[src/rtl/commit_ctrl_if.sv]
// commit_ctrl_if: bundles the ROB-side read port and the commit-side output
// bus of the retirement scheduler.
//   ROB side    : rob_count, rob_head, ent_* lane fields (4 oldest entries),
//                 commit_hold
//   Commit side : rat_write_en/addr/data, reg_write_data, free_valid/preg,
//                 commit_cnt, flush, flush_pc, halt
// master = commit_ctrl (consumes ROB lanes, drives the commit bus)
// slave  = ROB / rename / debug environment
interface commit_ctrl_if #(
    parameter int unsigned ROB_DEPTH = 32,
    parameter int unsigned PREG_W    = 7,
    parameter int unsigned AREG_W    = 5
);
    localparam int unsigned HEAD_W = $clog2(ROB_DEPTH);

    logic [HEAD_W:0]     rob_count;
    logic [HEAD_W-1:0]   rob_head;
    logic [3:0]          ent_ready;
    logic [3:0]          ent_rd_we;
    logic [4*AREG_W-1:0] ent_areg;
    logic [4*PREG_W-1:0] ent_preg;
    logic [4*PREG_W-1:0] ent_old_preg;
    logic [127:0]        ent_data;
    logic [3:0]          ent_exc;
    logic [3:0]          ent_halt;
    logic [127:0]        ent_pc;
    logic                commit_hold;

    logic [7:0]          rat_write_en;
    logic [7:0]          rat_write_addr_0;
    logic [7:0]          rat_write_addr_1;
    logic [7:0]          rat_write_addr_2;
    logic [7:0]          rat_write_addr_3;
    logic [7:0]          rat_write_data_0;
    logic [7:0]          rat_write_data_1;
    logic [7:0]          rat_write_data_2;
    logic [7:0]          rat_write_data_3;
    logic [31:0]         reg_write_data_0;
    logic [31:0]         reg_write_data_1;
    logic [31:0]         reg_write_data_2;
    logic [31:0]         reg_write_data_3;
    logic [3:0]          free_valid;
    logic [4*PREG_W-1:0] free_preg;
    logic [2:0]          commit_cnt;
    logic                flush;
    logic [31:0]         flush_pc;
    logic                halt;

    modport master (
        input  rob_count, ent_ready, ent_rd_we, ent_areg, ent_preg,
               ent_old_preg, ent_data, ent_exc, ent_halt, ent_pc, commit_hold,
        output rob_head, rat_write_en,
               rat_write_addr_0, rat_write_addr_1, rat_write_addr_2, rat_write_addr_3,
               rat_write_data_0, rat_write_data_1, rat_write_data_2, rat_write_data_3,
               reg_write_data_0, reg_write_data_1, reg_write_data_2, reg_write_data_3,
               free_valid, free_preg, commit_cnt, flush, flush_pc, halt
    );

    modport slave (
        output rob_count, ent_ready, ent_rd_we, ent_areg, ent_preg,
               ent_old_preg, ent_data, ent_exc, ent_halt, ent_pc, commit_hold,
        input  rob_head, rat_write_en,
               rat_write_addr_0, rat_write_addr_1, rat_write_addr_2, rat_write_addr_3,
               rat_write_data_0, rat_write_data_1, rat_write_data_2, rat_write_data_3,
               reg_write_data_0, reg_write_data_1, reg_write_data_2, reg_write_data_3,
               free_valid, free_preg, commit_cnt, flush, flush_pc, halt
    );
endinterface

[src/rtl/commit_ctrl.sv]
// commit_ctrl: 4-wide in-order retirement scheduler.
// Owns the ROB head pointer, scans the 4 oldest entries, retires the
// committable in-order prefix onto a registered commit bus, releases old
// physical registers, and sequences exception flush and ebreak halt.
// Ports:
//   clk  - clock
//   rst  - synchronous active-high reset
//   bus  - commit_ctrl_if.master: ROB lanes in, commit bus / flush / halt out
module commit_ctrl #(
    parameter int unsigned ROB_DEPTH = 32,
    parameter int unsigned PREG_W    = 7,
    parameter int unsigned AREG_W    = 5
) (
    input  logic            clk,
    input  logic            rst,
    commit_ctrl_if.master   bus
);
    localparam int unsigned HEAD_W = $clog2(ROB_DEPTH);
    localparam int unsigned CNT_W  = HEAD_W + 1;

    typedef enum logic [1:0] {S_RUN, S_FLUSH, S_HALT} state_t;

    state_t              r_state;
    logic [HEAD_W-1:0]   r_head;
    logic [3:0]          r_rat_we;
    logic [7:0]          r_rat_addr [4];
    logic [7:0]          r_rat_data [4];
    logic [31:0]         r_reg_data [4];
    logic [3:0]          r_free_valid;
    logic [4*PREG_W-1:0] r_free_preg;
    logic [2:0]          r_commit_cnt;
    logic                r_flush;
    logic [31:0]         r_flush_pc;
    logic                r_halt;

    logic [2:0]          w_n;
    logic [3:0]          w_commit;
    logic [3:0]          w_wr;
    logic                w_exc;
    logic                w_halt_hit;
    logic                w_stop;
    logic [31:0]         w_exc_pc;

    // In-order prefix scan: an exception lane stops the scan uncommitted,
    // an ebreak lane is committed and then stops the scan.
    always_comb begin
        w_n        = '0;
        w_commit   = '0;
        w_wr       = '0;
        w_exc      = 1'b0;
        w_halt_hit = 1'b0;
        w_stop     = 1'b0;
        w_exc_pc   = '0;
        for (int unsigned i = 0; i < 4; i++) begin
            if (!w_stop) begin
                if (CNT_W'(i) >= bus.rob_count || !bus.ent_ready[i]) begin
                    w_stop = 1'b1;
                end else if (bus.ent_exc[i]) begin
                    w_exc    = 1'b1;
                    w_exc_pc = bus.ent_pc[i*32 +: 32];
                    w_stop   = 1'b1;
                end else begin
                    w_commit[i] = 1'b1;
                    w_n         = w_n + 3'd1;
                    if (bus.ent_halt[i]) begin
                        w_halt_hit = 1'b1;
                        w_stop     = 1'b1;
                    end
                end
            end
        end
        // x0 writes retire but never touch the RAT or free list
        for (int unsigned i = 0; i < 4; i++) begin
            w_wr[i] = w_commit[i] & bus.ent_rd_we[i] & (|bus.ent_areg[i*AREG_W +: AREG_W]);
        end
    end

    always_ff @(posedge clk) begin
        if (rst) begin
            r_state      <= S_RUN;
            r_head       <= '0;
            r_rat_we     <= '0;
            r_free_valid <= '0;
            r_free_preg  <= '0;
            r_commit_cnt <= '0;
            r_flush      <= 1'b0;
            r_flush_pc   <= '0;
            r_halt       <= 1'b0;
            for (int unsigned i = 0; i < 4; i++) begin
                r_rat_addr[i] <= '0;
                r_rat_data[i] <= '0;
                r_reg_data[i] <= '0;
            end
        end else begin
            // Commit bus and flush are pulses; cleared unless re-selected below.
            r_rat_we     <= '0;
            r_free_valid <= '0;
            r_free_preg  <= '0;
            r_commit_cnt <= '0;
            r_flush      <= 1'b0;
            for (int unsigned i = 0; i < 4; i++) begin
                r_rat_addr[i] <= '0;
                r_rat_data[i] <= '0;
                r_reg_data[i] <= '0;
            end

            unique case (r_state)
                S_RUN: begin
                    if (!bus.commit_hold) begin
                        r_rat_we     <= w_wr;
                        r_free_valid <= w_wr;
                        r_commit_cnt <= w_n;
                        r_head       <= r_head + HEAD_W'(w_n);
                        for (int unsigned i = 0; i < 4; i++) begin
                            if (w_wr[i]) begin
                                r_rat_addr[i] <= 8'(bus.ent_areg[i*AREG_W +: AREG_W]);
                                r_rat_data[i] <= 8'(bus.ent_preg[i*PREG_W +: PREG_W]);
                                r_reg_data[i] <= bus.ent_data[i*32 +: 32];
                                r_free_preg[i*PREG_W +: PREG_W] <= bus.ent_old_preg[i*PREG_W +: PREG_W];
                            end
                        end
                        if (w_exc) begin
                            r_state    <= S_FLUSH;
                            r_flush_pc <= w_exc_pc;
                        end else if (w_halt_hit) begin
                            r_state <= S_HALT;
                            r_halt  <= 1'b1;
                        end
                    end
                end
                S_FLUSH: begin
                    r_flush <= 1'b1;
                    r_head  <= '0;
                    r_state <= S_RUN;
                end
                S_HALT: begin
                    r_halt <= 1'b1;
                end
                default: begin
                    r_state <= S_RUN;
                end
            endcase
        end
    end

    assign bus.rob_head         = r_head;
    assign bus.rat_write_en     = {4'b0000, r_rat_we};
    assign bus.rat_write_addr_0 = r_rat_addr[0];
    assign bus.rat_write_addr_1 = r_rat_addr[1];
    assign bus.rat_write_addr_2 = r_rat_addr[2];
    assign bus.rat_write_addr_3 = r_rat_addr[3];
    assign bus.rat_write_data_0 = r_rat_data[0];
    assign bus.rat_write_data_1 = r_rat_data[1];
    assign bus.rat_write_data_2 = r_rat_data[2];
    assign bus.rat_write_data_3 = r_rat_data[3];
    assign bus.reg_write_data_0 = r_reg_data[0];
    assign bus.reg_write_data_1 = r_reg_data[1];
    assign bus.reg_write_data_2 = r_reg_data[2];
    assign bus.reg_write_data_3 = r_reg_data[3];
    assign bus.free_valid       = r_free_valid;
    assign bus.free_preg        = r_free_preg;
    assign bus.commit_cnt       = r_commit_cnt;
    assign bus.flush            = r_flush;
    assign bus.flush_pc         = r_flush_pc;
    assign bus.halt             = r_halt;
endmodule

[src/flat_wrapper.sv]
// flat-port wrapper written by rule: the top's interface ports become plain ports
module commit_ctrl_flat 
#(
    parameter int unsigned ROB_DEPTH = 32,
    parameter int unsigned PREG_W    = 7,
    parameter int unsigned AREG_W    = 5
)
  (clk, rst, bus_rob_count, bus_ent_ready, bus_ent_rd_we, bus_ent_areg, bus_ent_preg, bus_ent_old_preg, bus_ent_data, bus_ent_exc, bus_ent_halt, bus_ent_pc, bus_commit_hold, bus_rob_head, bus_rat_write_en, bus_rat_write_addr_0, bus_rat_write_addr_1, bus_rat_write_addr_2, bus_rat_write_addr_3, bus_rat_write_data_0, bus_rat_write_data_1, bus_rat_write_data_2, bus_rat_write_data_3, bus_reg_write_data_0, bus_reg_write_data_1, bus_reg_write_data_2, bus_reg_write_data_3, bus_free_valid, bus_free_preg, bus_commit_cnt, bus_flush, bus_flush_pc, bus_halt);
  commit_ctrl_if #(.ROB_DEPTH(ROB_DEPTH), .PREG_W(PREG_W), .AREG_W(AREG_W)) bus_i ();
  input  logic clk;
  input  logic rst;
  input wire logic [$bits(bus_i.rob_count)-1:0] bus_rob_count;
  input wire logic [$bits(bus_i.ent_ready)-1:0] bus_ent_ready;
  input wire logic [$bits(bus_i.ent_rd_we)-1:0] bus_ent_rd_we;
  input wire logic [$bits(bus_i.ent_areg)-1:0] bus_ent_areg;
  input wire logic [$bits(bus_i.ent_preg)-1:0] bus_ent_preg;
  input wire logic [$bits(bus_i.ent_old_preg)-1:0] bus_ent_old_preg;
  input wire logic [$bits(bus_i.ent_data)-1:0] bus_ent_data;
  input wire logic [$bits(bus_i.ent_exc)-1:0] bus_ent_exc;
  input wire logic [$bits(bus_i.ent_halt)-1:0] bus_ent_halt;
  input wire logic [$bits(bus_i.ent_pc)-1:0] bus_ent_pc;
  input wire logic [$bits(bus_i.commit_hold)-1:0] bus_commit_hold;
  output wire logic [$bits(bus_i.rob_head)-1:0] bus_rob_head;
  output wire logic [$bits(bus_i.rat_write_en)-1:0] bus_rat_write_en;
  output wire logic [$bits(bus_i.rat_write_addr_0)-1:0] bus_rat_write_addr_0;
  output wire logic [$bits(bus_i.rat_write_addr_1)-1:0] bus_rat_write_addr_1;
  output wire logic [$bits(bus_i.rat_write_addr_2)-1:0] bus_rat_write_addr_2;
  output wire logic [$bits(bus_i.rat_write_addr_3)-1:0] bus_rat_write_addr_3;
  output wire logic [$bits(bus_i.rat_write_data_0)-1:0] bus_rat_write_data_0;
  output wire logic [$bits(bus_i.rat_write_data_1)-1:0] bus_rat_write_data_1;
  output wire logic [$bits(bus_i.rat_write_data_2)-1:0] bus_rat_write_data_2;
  output wire logic [$bits(bus_i.rat_write_data_3)-1:0] bus_rat_write_data_3;
  output wire logic [$bits(bus_i.reg_write_data_0)-1:0] bus_reg_write_data_0;
  output wire logic [$bits(bus_i.reg_write_data_1)-1:0] bus_reg_write_data_1;
  output wire logic [$bits(bus_i.reg_write_data_2)-1:0] bus_reg_write_data_2;
  output wire logic [$bits(bus_i.reg_write_data_3)-1:0] bus_reg_write_data_3;
  output wire logic [$bits(bus_i.free_valid)-1:0] bus_free_valid;
  output wire logic [$bits(bus_i.free_preg)-1:0] bus_free_preg;
  output wire logic [$bits(bus_i.commit_cnt)-1:0] bus_commit_cnt;
  output wire logic [$bits(bus_i.flush)-1:0] bus_flush;
  output wire logic [$bits(bus_i.flush_pc)-1:0] bus_flush_pc;
  output wire logic [$bits(bus_i.halt)-1:0] bus_halt;
  assign bus_i.rob_count = bus_rob_count;
  assign bus_i.ent_ready = bus_ent_ready;
  assign bus_i.ent_rd_we = bus_ent_rd_we;
  assign bus_i.ent_areg = bus_ent_areg;
  assign bus_i.ent_preg = bus_ent_preg;
  assign bus_i.ent_old_preg = bus_ent_old_preg;
  assign bus_i.ent_data = bus_ent_data;
  assign bus_i.ent_exc = bus_ent_exc;
  assign bus_i.ent_halt = bus_ent_halt;
  assign bus_i.ent_pc = bus_ent_pc;
  assign bus_i.commit_hold = bus_commit_hold;
  assign bus_rob_head = bus_i.rob_head;
  assign bus_rat_write_en = bus_i.rat_write_en;
  assign bus_rat_write_addr_0 = bus_i.rat_write_addr_0;
  assign bus_rat_write_addr_1 = bus_i.rat_write_addr_1;
  assign bus_rat_write_addr_2 = bus_i.rat_write_addr_2;
  assign bus_rat_write_addr_3 = bus_i.rat_write_addr_3;
  assign bus_rat_write_data_0 = bus_i.rat_write_data_0;
  assign bus_rat_write_data_1 = bus_i.rat_write_data_1;
  assign bus_rat_write_data_2 = bus_i.rat_write_data_2;
  assign bus_rat_write_data_3 = bus_i.rat_write_data_3;
  assign bus_reg_write_data_0 = bus_i.reg_write_data_0;
  assign bus_reg_write_data_1 = bus_i.reg_write_data_1;
  assign bus_reg_write_data_2 = bus_i.reg_write_data_2;
  assign bus_reg_write_data_3 = bus_i.reg_write_data_3;
  assign bus_free_valid = bus_i.free_valid;
  assign bus_free_preg = bus_i.free_preg;
  assign bus_commit_cnt = bus_i.commit_cnt;
  assign bus_flush = bus_i.flush;
  assign bus_flush_pc = bus_i.flush_pc;
  assign bus_halt = bus_i.halt;
  commit_ctrl #(.ROB_DEPTH(ROB_DEPTH), .PREG_W(PREG_W), .AREG_W(AREG_W)) u_core (.clk(clk), .rst(rst), .bus(bus_i));
endmodule
[config.mk]
export PLATFORM = sky130hd
export DESIGN_NAME = commit_ctrl_flat
export DESIGN_NICKNAME = d
export VERILOG_FILES = /design/src/rtl/commit_ctrl_if.sv /design/src/rtl/commit_ctrl.sv /design/src/flat_wrapper.sv
export SDC_FILE = /design/constraint.sdc
export NUM_CORES = 1
export LEC_CHECK = 0
export CELL_PAD_IN_SITES_DETAIL_PLACEMENT = 1
export CELL_PAD_IN_SITES_GLOBAL_PLACEMENT = 2
export CORE_AREA = 2 2 246 248
export CTS_CLUSTER_SIZE = 8
export DETAILED_ROUTE_END_ITERATION = 10
export DIE_AREA = 0 0 248 250
export PLACE_DENSITY_LB_ADDON = 0.12
export RECOVER_POWER = 50
export SYNTH_ARGS = -nofsm -noshare
export SYNTH_HDL_FRONTEND = slang
export SYNTH_SLANG_ARGS = --single-unit
export TNS_END_PERCENT = 10
[constraint.sdc]
create_clock -name clk -period 6.1 [get_ports clk]
set_input_delay 1.83 -clock clk [delete_from_list [all_inputs] [get_ports clk]]
set_output_delay 1.83 -clock clk [all_outputs]
set_load 0.02 [all_outputs]
* Word-level counts from Yosys, hierarchy flattened *
Memories as Yosys holds them, arrays and structs flattened.
Cells that the tools add are included.

cells by class
  add/sub/neg operators = 4
  magnitude comparators = 4
  equality and inequality tests = 6
  multiplexer cells = 127
  bitwise gates (word level) = 39
  reductions and logical operators = 24

operator list
  operator                                                                  number
  32-bit 2-to-1 mux                                                         19
  1-bit 2-to-1 mux                                                          75
  7-bit 2-to-1 mux                                                          8
  5-bit 2-to-1 mux                                                          9
  3-bit 2-to-1 mux                                                          10
  1-bit bitwise OR                                                          24
  5-bit OR reduction                                                        4
  4-bit OR reduction                                                        4
  1-bit by 6-bit >= comparator with 1-bit output (first input constant)     2
  2-bit by 6-bit >= comparator with 1-bit output (first input constant)     2
  5-bit one-hot mux with 2 select lines                                     1
  3-bit by 1-bit adder with 3-bit output (second input constant)            3
  1-bit AND                                                                 8
  1-bit inverter                                                            7
  2-bit 2-to-1 mux                                                          3
  3-bit AND reduction                                                       2
  5-bit by 3-bit adder with 5-bit output                                    1
  1-bit logical NOT                                                         4
  1-bit logical OR                                                          4
  2-bit inequality test (second input constant)                             2
  2-bit one-hot mux with 2 select lines                                     1
  4-bit AND reduction                                                       1
  2-bit nonzero test                                                        2
  3-bit by 1-bit inequality test with 1-bit output (second input constant)  1
  7 further kinds                                                           7

word-level totals
  flip-flop bits (word level) = 76
  bits in writable memories = 176
  input port bits = 357
  output and inout bits = 274
  word-level logic and storage cells = 218
  memories kept = 3

memories
  name               words  width  read ports  clocked after Yosys merged registers in  write ports  line               source
  u_core.r_reg_data  4      32     4           0                                        4            commit_ctrl.sv:28  logic [31:0] r_reg_data [4];
  u_core.r_rat_data  4      7      4           0                                        4            commit_ctrl.sv:27  logic [7:0] r_rat_data [4];
  u_core.r_rat_addr  4      5      4           0                                        4            commit_ctrl.sv:26  logic [7:0] r_rat_addr [4];

* Logic depth before layout (Yosys ltp) *
Gate-level depths: netlist of the first run.

  depth in word-level cells = 19
  depth in mapped cells = 19
  gate-level depth less buffers = 18

* Worst setup path before layout of the first run *
Ideal clock, no wire load.

  path kind = in2reg
  from = in bus_rob_count[4]
  to = reg u_core.r_head[3], in the netlist u_core.bus.rob_head[3]
  setup time = 0.072 ns
  data arrival time = 5.379 ns
  required time = 6.028 ns
  path slack = 0.649 ns
  stages on the path = 17
  path buffers = 1
  path through = or4_4 > buf_6 > o31ai_2 > inv_1 > ha_1 > o21a_1 > ha_1 > inv_1 > mux2i_1 > ha_1 > mux2_2 > ha_1 > a21o_1 > a21oi_1 > or4_1 > a21o_1 > a21oi_1

between the ends
  longest elaborated chain between the ends = 18
  elaborated cells between the ends (all ways) = 29
  classes of those cells = add/sub (4); order compare (4); mux (17); reduce/logical (4)

RTL lines
  element                                         line                source
  start: declaration                              flat_wrapper.sv:12  input wire logic [$bits(bus_i.rob_count)-1:0] bus_rob_count;
  1-bit by 6-bit >= comparator with 1-bit output  commit_ctrl.sv:56   if (CNT_W'(i) >= bus.rob_count || !bus.ent_ready[i]) begin
  1-bit logical OR                                commit_ctrl.sv:56
  3-bit 2-to-1 mux                                commit_ctrl.sv:56
  3-bit by 1-bit adder with 3-bit output          commit_ctrl.sv:64   w_n = w_n + 3'd1;
  3-bit 2-to-1 mux                                commit_ctrl.sv:58   end else if (bus.ent_exc[i]) begin
  3-bit 2-to-1 mux                                commit_ctrl.sv:56
  3-bit 2-to-1 mux                                commit_ctrl.sv:55   if (!w_stop) begin
  3-bit by 1-bit adder with 3-bit output          commit_ctrl.sv:64
  (+3 left out)                                   n/a
  3-bit by 1-bit adder with 3-bit output          commit_ctrl.sv:64
  3-bit 2-to-1 mux                                commit_ctrl.sv:58
  3-bit 2-to-1 mux                                commit_ctrl.sv:56
  3-bit 2-to-1 mux (*)                            commit_ctrl.sv:55
  net u_core.w_n[1]                               commit_ctrl.sv:36   logic [2:0] w_n;
  5-bit by 3-bit adder with 5-bit output (*)      commit_ctrl.sv:113  r_head <= r_head + HEAD_W'(w_n);
  5-bit 2-to-1 mux (*)                            commit_ctrl.sv:109  if (!bus.commit_hold) begin
  5-bit one-hot mux with 2 select lines (*)       commit_ctrl.sv:107  unique case (r_state)
  end signal: assignment                          commit_ctrl.sv:113
  end: declaration                                commit_ctrl.sv:24   logic [HEAD_W-1:0] r_head;

Mark *: on every way through the listed nets, which the timed path passes. The rest lies on a longest branch. The select of a mux whose other input is x is not followed.
A chain may end at the register's enable or synchronous reset.

* Worst setup path after layout of the first run *
Same ends and word-level chain as after synthesis.

==> results of run 1 <==
-- cell usage after synthesis, drive strengths merged, types with 2 or more instances --
cell type and count:
and2 208, dfxtp 164, edfxtp 88, inv 73, nor2 48, clkbuf 43
nor3 36, buf 34, a221oi 32, a222oi 32, a21oi 8, ha 6
nand2 5, nor2b 5, o211ai 5, or4 5, o21ai 4, a22oi 3
xnor2 3, a2111oi 2, a21o 2, and3b 2, conb 2, nand4 2
nor4 2, o2111ai 2, o211a 2, xor2 2
-- cell families (layout without fill, tap and decap cells) --
family | after synthesis | count (layout) | synth area share (%)
multiplexers | 2 | 2 | 0.219
adder cells (fa/ha/maj) | 7 | 7 | 0.979
other | 2 | 112 | 0.0773
flip-flops | 252 | 252 | 61.0
AO/OA/AOI/OAI | 98 | 98 | 10.8
buffers and inverters | 150 | 760 | 7.11
XOR/XNOR | 5 | 5 | 0.451
AND/OR/NAND/NOR | 321 | 321 | 19.4
-- power breakdown --
group	leakage (uW)	internal (uW)	total, uW	switching, uW
Combinational	0.00477	279	464	186
Sequential	0.00227	1770	1780	12.1
Clock	0.000574	1300	2110	809
-- tightest hold or removal path, stage by stage (launching register included) --
cell and delay [ns]:
dfxtp_1 0.30, inv_1 0.06, a221oi_2 0.05
-- how the worst max path moves through the flow --
stage / to / slack, ns
floorplan: u_core.bus.rob_head[3] / 0.65
global placement: u_core.bus.rob_head[3] / 0.19
detailed placement: u_core.bus.rob_head[3] / 0.16
CTS: u_core.bus.rob_head[3] / 0.75
global route: u_core.bus.rob_head[3] / 0.52
finish: u_core.bus.rob_head[3] / 0.73
-- through the flow --
step	area, sq um	instances	hold slack (ns)	power, uW	utilization (%)
after global placement	16900	2273	0.447	2290	28.4
after global routing	18100	2339	0.476	4570	30.4
after detailed placement	16900	2273	0.451	2300	28.4
after floorplan	10100	943	0.542	1970	-
final	18100	2339	0.455	4360	30.4
after CTS	18100	2335	0.459	4490	30.4
-- flip-flops by register name (all words and copies together), names as in the netlist --
name	count
u_core.bus.commit_cnt	3
u_core.bus.flush	1
u_core.bus.flush_pc	32
u_core.bus.free_preg	28
u_core.bus.halt	1
u_core.bus.rob_head	5
u_core.r_rat_addr	20
u_core.r_rat_data	28
u_core.r_rat_we	4
u_core.r_reg_data	128
u_core.r_state	2
-- metal layers --
| layer | GRT usage [%] | up-vias | routed length [microns] |
|---|---|---|---|
| met1 | 15.0 | 4017 | 16600 |
| met3 | 4.95 | 47 | 3790 |
| met4 | 3.80 | 6 | 774 |
| met5 | 0 | - | 34 |
| li1 | - | 4140 | - |
| met2 | 24.5 | 338 | 22600 |
-- area by class of cell --
cell class / count / area [sq um]
Multi-Input combinational cell: 541 / 3510
Inverter: 73 / 274
Clock buffer: 59 / 1120
Fill cell: 6660 / 41500
Antenna cell: 4 / 10.0
Sequential cell: 252 / 5930
Timing Repair Buffer: 625 / 6200
Tap cell: 782 / 978
Clock inverter: 3 / 58.8
==> results.py, run 1 <==
metrics = {
    "route": {
        "drtIter0Drc": 349,
        "vias": 8548,
        "drtPass1Iterations": 5,
        "routed_wl_microns": 43800,
        "antenna_left": 0,
        "via_per_inst": 3.65,
        "drc": 0,
        "wl_per_cell_microns": 18.7,
    },
    "floorplanning": {
        "rows": 90,
        "die_width_microns": 248,
        "design.core.area_sq_mm": 0.0596,
        "num_io_pins": 631,
        "die_y_microns": 250,
        "die_area_sq_mm": 0.0620,
        "start_util_pct": 16.3,
    },
    "critical_path": {
        "cp-startpoint": "bus_rob_count[4]",
        "cp.buffers_inverters": 3,
        "regToRegStartpoint": "u_core.r_state[1]",
        "crit_chain": "clkdlybuf4s50_1 > or4_4 > o31ai_2 > inv_1 > ha_1 > o21a_1 > ha_1 > inv_1 > mux2i_1 > ha_1 > mux2_2 > ha_1 > a21o_1 > a21oi_1 > or4_1 > a21o_1 > a21oi_1",
        "timing.rr.end": "u_core.bus.free_preg[18]",
        "reg2reg_slack_ns": 3.39,
        "setup.worst_path.class": "in -> reg",
        "cp.depth": 17,
        "cp.required_ns": 6.53,
        "reg2reg_depth": 5,
        "start_kind": "input pin",
        "cpMostUsedCell": "ha_1",
        "slowest_stage": "or4_4",
        "critPathTopFamily": "adder cells",
        "worstPathMaxFanout": 3,
        "cp-end-kind": "flip-flop",
        "critPathMaxStageDelay_ns": 0.57,
        "critPathArrivalTime_ns": 5.80,
    },
    "status": {
        "violations": "capacitance limit, slew limit",
        "status": "finished with violations",
    },
    "clock_network": {
        "clk_pin_slew_ns": 0.05,
        "postCtsHoldBufs": 0,
        "cts-htree-levels": 2,
        "numCtsBuffers": 39,
        "cts_root_buf": "clkbuf_16",
        "cts.sinks": 252,
        "cts.repair.resized": 0,
        "worst_skew_pair.late_latency_ns": 0.54,
        "cts_buffer_depth": 3,
        "cts_tree": "built",
        "cts_setup_buffers": 0,
    },
    "sta": {
        "layout_min_cycle_time_ns": 5.37,
        "final.period_utilization_pct": 88.1,
        "hold_viol": 0,
        "fin_skew_ns": 0.0110,
        "worst_pin_slew_ns": 3.00,
        "slew_headroom_pct": -100,
        "fin_setup_tns_ns": 0,
        "timing.final.ws_setup_ns": 0.728,
        "max_freq_mhz": 186,
        "rsz0062_at_grt": "false",
        "finalMaxSlewViolations": 44,
        "setup_violations": 0,
    },
    "yosys": {
        "netlist_instances": 837,
        "synth_top_area_cell": "dfxtp_1",
        "async_flop_share_pct": 0,
        "ys_seq_area_share_pct": 61.0,
        "synth_top_area_share_pct": 33.8,
        "yosys_warnings": 0,
        "ys_seq_elements": 252,
        "synth_edf_count": 88,
        "synth_area_per_cell_sq_um": 11.6,
        "synthFlopType": "dfxtp_1",
        "synth_area_leaders": "dfxtp_1 34%, edfxtp_1 27%, and2_1 13%",
        "ys_types": 52,
        "syn_area_sq_mm": 0.00971,
    },
    "min_path": {
        "min_to": "u_core.bus.flush_pc[2]",
        "hold_path.startpoint": "u_core.bus.flush_pc[2]",
        "holdCritPathClass": "reg -> reg",
        "min_path_cells": 2,
    },
    "global_routing": {
        "grt.overflow.total": 0,
        "track_usage_pct": 13.7,
        "first_global_vias": 8861,
        "antenna_found_initial": 7,
        "grt_start_max_net_pins": 53,
        "grt_pass1_wl_microns": 61700,
    },
    "layout": {
        "final_common_cell": "clkdlybuf4s50_1",
        "final_cell_mix": "376 x clkdlybuf4s50_1, 233 x dlygate4sd3_1, 200 x and2_1",
        "drive_above_1_share_pct": 6.57,
        "syn2layout_area_growth_pct": 86.2,
        "final_nets": 1896,
    },
    "placement": {
        "dp_slack_ns": 0.162,
        "dpl.hpwl_microns": 34100,
        "port_buffers": 610,
        "gp_congestion": 0.767,
    },
    "pwr": {
        "power_leakage_uw": 0.00761,
        "ir_worst_vdd_v": 0.000153,
        "power.density_mw_per_mm2": 241,
    },
    "flow_run": {
        "cap_viol_max_count": 1,
    },
}
No activity file was read; power rests on OpenSTA's default activity.
==> run 2, diff against run 1 <==
--- a/config.mk
+++ b/config.mk
@@ -13,6 +13,7 @@
 export DIE_AREA = 0 0 248 250
 export PLACE_DENSITY_LB_ADDON = 0.12
 export RECOVER_POWER = 50
+export SLEW_MARGIN = 20
 export SYNTH_ARGS = -nofsm -noshare
 export SYNTH_HDL_FRONTEND = slang
 export SYNTH_SLANG_ARGS = --single-unit
==> run 2 against run 1 <==
Net effect: the run still ends with capacitance limit, slew limit left; critical path depth unchanged; routed wire length is 0.63% lower; sequential power barely moved; final area down 0.30%; die area unchanged; sequential cell count unchanged; setup slack lost 0.042 ns; first-iteration DRC count decreased by 3.2%; largest cell class unchanged; largest power group unchanged.
==> results.py, run 2 (same netlist as run 1, synthesis figures left out) <==
metrics = {
    "status": {
        "status": "finished with violations",
        "violations": "capacitance limit, slew limit",
    },
    "pwr": {
        "ir_worst_vdd_v": 0.000143,
        "internal_power_uw": 3240,
        "power_leakage_uw": 0.00758,
        "clock_power_share_pct": 46.9,
        "p_seq_share_pct": 42.1,
        "p_sw_share_pct": 23.5,
        "power.density_mw_per_mm2": 235,
        "power.total_uw": 4240,
        "p_sw_uw": 996,
        "pwr-share-comb_pct": 11.0,
    },
    "sta": {
        "max_freq_mhz": 185,
        "fin_setup_tns_ns": 0,
        "layout_min_cycle_time_ns": 5.41,
        "worst_pin_slew_ns": 3.05,
        "finalMaxSlewViolations": 44,
        "slew_headroom_pct": -104,
        "hold_viol": 0,
        "rsz0062_at_grt": "false",
        "final.period_utilization_pct": 88.8,
        "setup_violations": 0,
        "fin_skew_ns": 0.00879,
    },
    "route": {
        "wl_per_cell_microns": 18.6,
        "drtIter0Drc": 338,
        "antenna_left": 0,
        "routed_wl_microns": 43500,
        "via_per_inst": 3.66,
        "drtPass1Iterations": 5,
        "drc": 0,
        "vias": 8543,
    },
    "floorplanning": {
        "die_width_microns": 248,
        "die_area_sq_mm": 0.0620,
        "num_io_pins": 631,
        "die_y_microns": 250,
        "design.core.area_sq_mm": 0.0596,
        "rows": 90,
        "start_util_pct": 16.3,
    },
    "layout": {
        "largest_register_ffs": 128,
        "final_nets": 1896,
        "syn2layout_area_growth_pct": 85.6,
        "fin_area_sq_mm": 0.0180,
        "final_cell_mix": "375 x clkdlybuf4s50_1, 234 x dlygate4sd3_1, 202 x and2_1",
        "drive_above_1_share_pct": 6.46,
        "final_common_cell": "clkdlybuf4s50_1",
        "top_register": "u_core.r_reg_data",
    },
    "global_routing": {
        "first_global_vias": 9093,
        "antenna_found_initial": 9,
        "track_usage_pct": 13.7,
        "grt_pass1_wl_microns": 61700,
        "grt_start_max_net_pins": 53,
        "grt.overflow.total": 0,
    },
    "placement": {
        "dpl.hpwl_microns": 34300,
        "place_area_sq_mm": 0.0169,
        "gp_congestion": 0.767,
        "port_buffers": 610,
    },
    "critical_path": {
        "critPathArrivalTime_ns": 5.85,
        "cp.required_ns": 6.54,
        "critPathMaxStageDelay_ns": 0.57,
        "worstPathMaxFanout": 3,
        "crit_chain": "clkdlybuf4s50_1 > or4_4 > o31ai_2 > inv_1 > ha_1 > o21a_1 > ha_1 > inv_1 > mux2i_1 > ha_1 > mux2_2 > ha_1 > a21o_1 > a21oi_1 > or4_1 > a21o_1 > a21oi_1",
        "cpMostUsedCell": "ha_1",
        "start_kind": "input pin",
        "setup.worst_path.class": "in -> reg",
        "slowest_stage": "or4_4",
        "cp-end-kind": "flip-flop",
    },
    "clock_network": {
        "cts_root_buf": "clkbuf_16",
        "clk_pin_slew_ns": 0.05,
        "postCtsHoldBufs": 0,
        "numCtsBuffers": 38,
        "cts-htree-levels": 2,
        "worst_skew_pair.late_latency_ns": 0.55,
        "cts.repair.resized": 0,
        "cts.sinks": 252,
        "cts_setup_buffers": 0,
        "cts_buffer_depth": 3,
        "cts_tree": "built",
    },
    "min_path": {
        "holdCritPathClass": "reg -> reg",
    },
    "flow_run": {
        "cap_viol_max_count": 1,
    },
}
run 2: cell types whose count changed in the layout (fill, tap and decap cells not counted), sizes merged:
cell	previous run	this run
clkdlybuf4s50	376	375
diode	4	6
clkbuf	62	56
bufinv	1	0
buf	13	14
clkinv	0	2
dlygate4sd3	233	234
run 2: path summary, 6_finish.rpt:
check | start | to | slack [ns] | cells after the start
hold / removal | u_core.bus.flush_pc[2] | u_core.bus.flush_pc[2] | 0.46 | 2
setup reg to reg | u_core.r_state[1] | u_core.bus.flush_pc[18] | 3.56 | 5
hold reg to reg | u_core.bus.flush_pc[2] | u_core.bus.flush_pc[2] | 0.46 | 2
setup / recovery | bus_rob_count[4] | u_core.bus.rob_head[3] | 0.69 | 17
run 2: worst max-delay path, delay by kind of cell:
family,cells,cell delay [ns]
compound gates,6,0.91
fa+ha+maj,4,1.11
buf+inv,3,0.53
mux,2,0.49
simple gates,2,0.97
run 2: area by class of cell:
| type | count | area [sq um] |
|---|---|---|
| clock inverter | 4 | 38.8 |
| antenna | 6 | 15.0 |
| multi-input combinational | 541 | 3520 |
| sequential | 252 | 5930 |
| timing repair buffer | 626 | 6230 |
| tap | 782 | 978 |
| inverter | 73 | 274 |
| fill | 6641 | 41500 |
| clock buffer | 53 | 1050 |
run 2: stage by stage:
step	hold slack (ns)	setup WS, ns	instances	utilization (%)
2_1_floorplan	0.542	0.649	943	-
5_1_grt	0.478	0.402	2337	30.3
3_3_place_gp	0.447	0.185	2273	28.4
3_5_place_dp	0.451	0.157	2274	28.4
4_1_cts	0.459	0.753	2331	30.3
6_report	0.457	0.686	2337	30.3
run 2: power groups by stage:
stage | sequential (uW) | combinational (uW) | clock [uW]
after floorplan | 1860 | 117 | 0
after global placement | 1820 | 478 | 0
after detailed placement | 1820 | 479 | 0
after CTS | 1780 | 482 | 2090
after global routing | 1780 | 502 | 2140
final | 1780 | 465 | 1990
run 2: per-layer routing:
layer  global-route usage (%)  vias up  routed length (microns)
li1                         -     4128                        -
met1                     14.7     4001                    16200
met2                     24.7      338                    22400
met3                     4.96       70                     3840
met4                     4.11        6                      989
met5                        0        -                       34
